[src/rtl/spr_pkg.sv]
// Shared types and elaboration helpers for the byte-write-enable single-port RAM.
package spr_pkg;

    typedef enum logic [0:0] {
        StInit,
        StIdle
    } spr_state_t;

    function automatic int unsigned nbytes(input int unsigned dw);
        return dw / 8;
    endfunction

    // True when the data width is whole bytes and the array fits the address space.
    function automatic bit cfg_ok(input int unsigned aw, input int unsigned dw,
                                  input int unsigned depth);
        return (dw > 0) && ((dw % 8) == 0) && (depth >= 1) && (64'(depth) <= (64'd1 << aw));
    endfunction

endpackage

[src/rtl/spr_bwe_ram_array.sv]
// Storage only: byte-enabled write and a registered synchronous read, no reset.
module spr_array
    import spr_pkg::*;
#(
    parameter int unsigned AW    = 8,
    parameter int unsigned DW    = 16,
    parameter int unsigned DEPTH = 256
) (
    input  logic                   clk_i,
    input  logic                   we_i,
    input  logic                   re_i,
    input  logic [nbytes(DW)-1:0]  be_i,
    input  logic [AW-1:0]          addr_i,
    input  logic [DW-1:0]          wdata_i,
    output logic [DW-1:0]          rdata_o
);

    localparam int unsigned NB = nbytes(DW);

    logic [DW-1:0] mem_q [DEPTH];
    logic [DW-1:0] rdata_q;

    always_ff @(posedge clk_i) begin
        if (we_i) begin
            for (int i = 0; i < NB; i++) begin
                if (be_i[i]) begin
                    mem_q[addr_i][8*i +: 8] <= wdata_i[8*i +: 8];
                end
            end
        end
        if (re_i) begin
            rdata_q <= mem_q[addr_i];
        end
    end

    assign rdata_o = rdata_q;

endmodule

[src/rtl/spr_bwe_ram.sv]
// Single-port RAM with byte write enables, read-valid strobe, optional output
// register and a zero-fill sweep engine run after reset or on CLR.
module spr_bwe_ram
    import spr_pkg::*;
#(
    parameter int unsigned AW            = 8,
    parameter int unsigned DW            = 16,
    parameter int unsigned DEPTH         = 256,
    parameter int unsigned RD_PIPE       = 0,
    parameter int unsigned INIT_ON_RESET = 1
) (
    input  logic                   clk_i,
    input  logic                   rst_ni,
    input  logic                   req_i,
    input  logic                   wen_i,
    input  logic [nbytes(DW)-1:0]  be_i,
    input  logic [AW-1:0]          addr_i,
    input  logic [DW-1:0]          wdata_i,
    input  logic                   clr_i,
    output logic                   rdy_o,
    output logic                   rvalid_o,
    output logic [DW-1:0]          rdata_o,
    output logic                   busy_o
);

    localparam int unsigned NB         = nbytes(DW);
    localparam logic [AW-1:0] LastAddr = AW'(DEPTH - 1);
    localparam logic [AW:0] DepthW     = (AW + 1)'(DEPTH);
    localparam spr_state_t ResetState  = (INIT_ON_RESET != 0) ? StInit : StIdle;

    if (!cfg_ok(AW, DW, DEPTH)) begin : g_cfg_err
        $error("spr_bwe_ram: DW must be a multiple of 8 and DEPTH <= 2**AW");
    end

    spr_state_t state_q, state_d;
    logic [AW-1:0] cnt_q, cnt_d;

    logic sweep, in_range, acc_wr, acc_rd;

    assign sweep    = (state_q == StInit);
    assign in_range = ({1'b0, addr_i} < DepthW);
    assign rdy_o    = (state_q == StIdle) & ~clr_i;
    assign acc_wr   = req_i & rdy_o & wen_i;
    assign acc_rd   = req_i & rdy_o & ~wen_i;
    assign busy_o   = sweep;

    always_comb begin
        state_d = state_q;
        cnt_d   = cnt_q;
        unique case (state_q)
            StInit: begin
                if (clr_i) begin
                    cnt_d = '0;
                end else if (cnt_q == LastAddr) begin
                    state_d = StIdle;
                    cnt_d   = '0;
                end else begin
                    cnt_d = cnt_q + 1'b1;
                end
            end
            StIdle: begin
                if (clr_i) begin
                    state_d = StInit;
                    cnt_d   = '0;
                end
            end
            default: state_d = StIdle;
        endcase
    end

    always_ff @(posedge clk_i or negedge rst_ni) begin
        if (!rst_ni) begin
            state_q <= ResetState;
            cnt_q   <= '0;
        end else begin
            state_q <= state_d;
            cnt_q   <= cnt_d;
        end
    end

    // The sweep owns the write port while busy; user accesses cannot be accepted then.
    logic          arr_we;
    logic [NB-1:0] arr_be;
    logic [AW-1:0] arr_addr;
    logic [DW-1:0] arr_wdata, arr_rdata;

    assign arr_we    = sweep | (acc_wr & in_range);
    assign arr_be    = sweep ? {NB{1'b1}} : be_i;
    assign arr_addr  = sweep ? cnt_q : addr_i;
    assign arr_wdata = sweep ? '0 : wdata_i;

    spr_array #(
        .AW   (AW),
        .DW   (DW),
        .DEPTH(DEPTH)
    ) u_array (
        .clk_i  (clk_i),
        .we_i   (arr_we),
        .re_i   (acc_rd),
        .be_i   (arr_be),
        .addr_i (arr_addr),
        .wdata_i(arr_wdata),
        .rdata_o(arr_rdata)
    );

    // zero1_q forces the first read stage to zero after reset and for out-of-range reads.
    logic          rd_v1_q, zero1_q;
    logic [DW-1:0] data1;

    always_ff @(posedge clk_i or negedge rst_ni) begin
        if (!rst_ni) begin
            rd_v1_q <= 1'b0;
            zero1_q <= 1'b1;
        end else begin
            rd_v1_q <= acc_rd;
            if (acc_rd) begin
                zero1_q <= ~in_range;
            end
        end
    end

    assign data1 = zero1_q ? '0 : arr_rdata;

    if (RD_PIPE == 0) begin : g_pipe0
        assign rvalid_o = rd_v1_q;
        assign rdata_o  = data1;
    end else begin : g_pipe1
        logic          rvalid_q;
        logic [DW-1:0] rdata_q;

        always_ff @(posedge clk_i or negedge rst_ni) begin
            if (!rst_ni) begin
                rvalid_q <= 1'b0;
                rdata_q  <= '0;
            end else begin
                rvalid_q <= rd_v1_q;
                if (rd_v1_q) begin
                    rdata_q <= data1;
                end
            end
        end

        assign rvalid_o = rvalid_q;
        assign rdata_o  = rdata_q;
    end

endmodule

[config.mk]
export PLATFORM = sky130hd
export DESIGN_NAME = spr_bwe_ram
export DESIGN_NICKNAME = d
export VERILOG_FILES = /design/src/rtl/spr_pkg.sv /design/src/rtl/spr_bwe_ram_array.sv /design/src/rtl/spr_bwe_ram.sv
export SDC_FILE = /design/constraint.sdc
export NUM_CORES = 2
export LEC_CHECK = 0
export CORE_UTILIZATION = 45
export CTS_CLUSTER_DIAMETER = 30
export DETAILED_ROUTE_END_ITERATION = 10
export GPL_TIMING_DRIVEN = 0
export SYNTH_ARGS = -nofsm -noshare
export SYNTH_HDL_FRONTEND = slang
export SYNTH_SLANG_ARGS = --single-unit
[constraint.sdc]
create_clock -name clk_i -period 6.4 [get_ports clk_i]
set_input_delay 1.28 -clock clk_i [delete_from_list [all_inputs] [get_ports clk_i]]
set_output_delay 1.28 -clock clk_i [all_outputs]
set_load 0.05 [all_outputs]
==> results by group <==
Status
  – Status: finished with violations
  – Failing checks: max-capacitance violations, max-slew violations, negative setup slack

Cells and area
  – Area of the multi-input gates: 33100 um2
  – Net count, final: 8591
  – Area Growth Syn to Fin: 21.9%
  – Share of cells above drive strength 1: 28.2%
  – Non-filler instance count after layout: 13900
  – Fillers: between 20000 and 30000
  – Register Area: 124000 um2

Routing
  – Via count: 87400
  – Post-route DRC violation count: 0
  – Wire per inst: roughly 37 um
  – Initial DRC Count: 14000
  – Antenna Nets Post-Route: 0
  – DRT Pass-1 Iters: 6
  – Routed wire length: approximately 500000 um
  – Vias per inst: 6.29

Clock network
  – Post_cts resized: 1
  – Clock slew at reported path FFs: 0.05 ns
  – Clock Latency Late Sink: between 1 and 1.5 ns
  – CTS buffer count: 753
  – Post-CTS Hold Fix Bufs: 0
  – CTS H-tree lvls: 6
  – CTS tree: built
  – Clock Tree Buf Depth: 4
  – # Post-CTS Setup Buffers: 0
  – Root Driver: clkbuf_16
  – Clock sink count: around 4100

STA
  – Final setup viols: 340
  – RSZ-0062 raised after global routing: true
  – Min cycle time layout: 6.88 ns
  – Fmax: around 150 MHz
  – Clk_skew: 0.117 ns
  – Max Slew Vio Count: between 50 and 60
  – Hold Violations, Final: 0
  – Max_slew headroom: -8.79%
  – Final period util: 108%
  – Final setup margin: -0.482 ns
  – Slew @ Worst Pin: 1.61 ns

Worst setup path
  – CP Capture Type: flip-flop
  – CP Max Fanout: 12
  – Largest stage delay, worst path: around 1.2 ns
  – Crit path required time: 7.08 ns
  – Crit-path most repeated cell: buf_2
  – Crit-path cells: clkdlybuf4s50_1 > mux2_2 > buf_2 > buf_2 > buf_2 > buf_2 > nor2_1 > nand3_1 > buf_2 > nor2_1
  – Critical path origin: addr_i[1]
  – R2R Path Start: state_q$_DFF_PN0_
  – Family with the most delay on the worst path: buffers and inverters
  – Worst Path Class, Setup: input pin to flip-flop
  – Slowest cell on crit path: buf_2
  – Critical path data arrival time: ~7.6 ns
  – Critical Path Start Type: input pin
  – Buffer and inverter count on the worst path: 6

Logic synthesis
  – Largest area contributor in the netlist: edfxtp_1
  – Post-synth EDFFs: 4112
  – Post-Syn Area per Cell: 20.7 um2
  – Register area share after synthesis: 78.0%
  – Mapped Nets: 7696
  – Post-Syn Area: roughly 160000 um2
  – Top FF cell, synth: edfxtp_1
  – Synthesized flop and latch total: 4123
  – Top cells by area, synth: edfxtp_1, mux4_2, nand2_1, a41oi_1, nor2_1
  – Post-synth ARST share: less than 1%
  – Synth unique cells: 45
  – Synthesis Warnings: 0
  – Top-area cell type share of the netlist area: 77.8%
  – Cells after synthesis: 7664

Power and ir drop
  – PwrDens: 376 nW/um2
  – Total power: 72800 uW
  – Peak supply drop: 0.000318 V
  – Leak Pwr: approximately 0.063 uW

Global route
  – M2 GR Usage: 41.3%
  – Met3 Usage GRT: 10.1%
  – Largest net degree at the start of global routing: 89
  – Vias in the first global route: 85300
  – First-pass GRT wire length: about 690000 um
  – Gr busiest metal: met2
  – All-Layer GR Usage: ~29%
  – Initial antenna violation count: 51
  – Remaining Overflow, GRT: 0
  – Met1 Use GR: about two fifths

Floorplan
  – IO Pins: 50
  – Initial Util: 45.3%
  – DIE AREA: 355000 um2
  – CORE AREA: around 350000 um2
  – Site row count: 217
  – Die X: 596 um
  – Die Height: 596 um

Place
  – HPWL after DPL: 348000 um
  – # port buffers: 48
  – Final Wtd Congestion: approximately 1.0
  – Dpl cells: 12400

Flow run
  – Max-cap viol count: 15

Hold path
  – Hold path start: cnt_q[0]$_DFFE_PN0P_
  – Worst min-delay path class: flip-flop to flip-flop
[layer usage]
metal  up-vias  wire, um
met1     46200    191000
met2      6388    228000
met3      1086     66000
li1      33700         -
met5         -       655
met4        22     25300
[Yosys cell counts, types with 2 or more instances]
library cell  instances
nand2b_1              7
xnor2_1               3
o41ai_1              34
o2111ai_1            16
edfxtp_1           4112
o32ai_1               4
nor4_1               16
and2_1               16
o21ai_0               6
nand3_1              32
buf_6                21
a41oi_1             257
o41ai_2              14
o32a_1                2
inv_1                 4
dfrtp_1              10
or2_1                 4
a32o_1                2
nor2b_1              19
buf_4                26
nand2_1            1066
and3_1                2
mux2i_1               4
mux4_2             1024
buf_1                65
nor2_1              529
buf_2                93
clkbuf_1            259
[path summary, 6_finish.rpt]
kind	endpoint	slack, ns	cells after the start
worst max register to register	u_array.mem_q[120][3]$_DFFE_PP_	-0.31	8
worst max-delay path	u_array.mem_q[216][3]$_DFFE_PP_	-0.48	10
max in group asynchronous	cnt_q[1]$_DFFE_PN0P_	5.15	1
worst min-delay path	cnt_q[0]$_DFFE_PN0P_	0.65	2
min in group asynchronous	cnt_q[3]$_DFFE_PN0P_	0.66	1
worst min register to register	cnt_q[0]$_DFFE_PN0P_	0.65	2
[cells by family (layout without fill, tap and decap cells)]
group                    after synthesis  in the layout  synth area share (%)
XOR/XNOR                               4              4                0.0221
buffers and inverters                469           2011                  1.34
adder cells (fa/ha/maj)                1              1               0.00788
AO/OA/AOI/OAI                        341            341                  1.93
other                                  0             87                     0
AND/OR/NAND/NOR                     1696           1696                  4.15
flip-flops                          4123           4123                  78.0
multiplexers                        1030           1030                  14.6
[flip-flops by register name (all words and copies together), names as in the netlist]
signal	flops
cnt_q	8
rvalid_o	1
state_q	1
u_array.mem_q	4096
u_array.rdata_o	16
zero1_q	1
[report_power, final]
part	internal (uW)	leakage (uW)	switching [uW]	total, uW
Clock	25900	0.0124	14300	40200
Sequential	29300	0.0405	10.3	29400
Combinational	1190	0.0104	2050	3230
Total	56400	0.0633	16300	72800
[through the flow]
stage	hold slack (ns)	setup slack [ns]	setup TNS [ns]	util (%)	instance area (um2)
detailed placement	0.635	-1.22	-1378.99	47.7	167000
global placement	0.613	-5.10	-	47.1	165000
global route	0.667	-0.150	-9.53	55.2	193000
CTS	0.641	0.0152	0	55.2	193000
floorplan	0.547	0.800	0	-	159000
finish	0.645	-0.482	-80.30	55.2	193000
[worst reg2reg max path, cell delays in order (launching register included)]
cell      delay, ns
dfrtp_1        0.38
buf_4          0.18
clkbuf_1       0.27
o32ai_1        0.79
clkbuf_2       0.82
clkbuf_1       0.66
nand3_1        1.29
buf_2          0.97
nor2_1         0.92
[layout by cell type, fill, tap and decap left out, types with 12 or more instances in the layout]
master	Yosys	final
a41oi_1	257	255
and2_4	0	16
buf_1	65	64
buf_12	0	22
buf_16	0	53
buf_2	93	93
buf_4	26	39
buf_6	21	24
bufinv_16	0	101
clkbuf_1	259	292
clkbuf_16	0	755
clkbuf_2	0	43
clkdlybuf4s50_1	0	48
clkinv_1	0	99
clkinv_16	0	19
clkinv_2	0	116
clkinv_4	0	46
clkinv_8	0	20
clkinvlp_4	0	91
diode_2	0	87
edfxtp_1	4112	4112
inv_6	0	59
inv_8	0	12
mux4_2	1024	1024
nand2_1	1066	1066
nand3_1	32	23
nor2_1	529	529
nor2b_1	19	19
nor4_2	0	16
o2111ai_1	16	16
o41ai_1	34	33
o41ai_2	14	15
[area by class of cell]
cell class / count / share of cell area (%)
clock buffers: 831 / 9.91
plain buffers: 464 / 1.12
repair buffers: 140 / 1.31
multi-input cells: 3072 / 17.1
well taps: 4599 / 2.97
flip-flops and latches: 4123 / 64.0
diodes: 87 / 0.113
clock inverters: 571 / 3.50
inverters: 5 / 0.00970
Power figures use the tool's default switching activity.
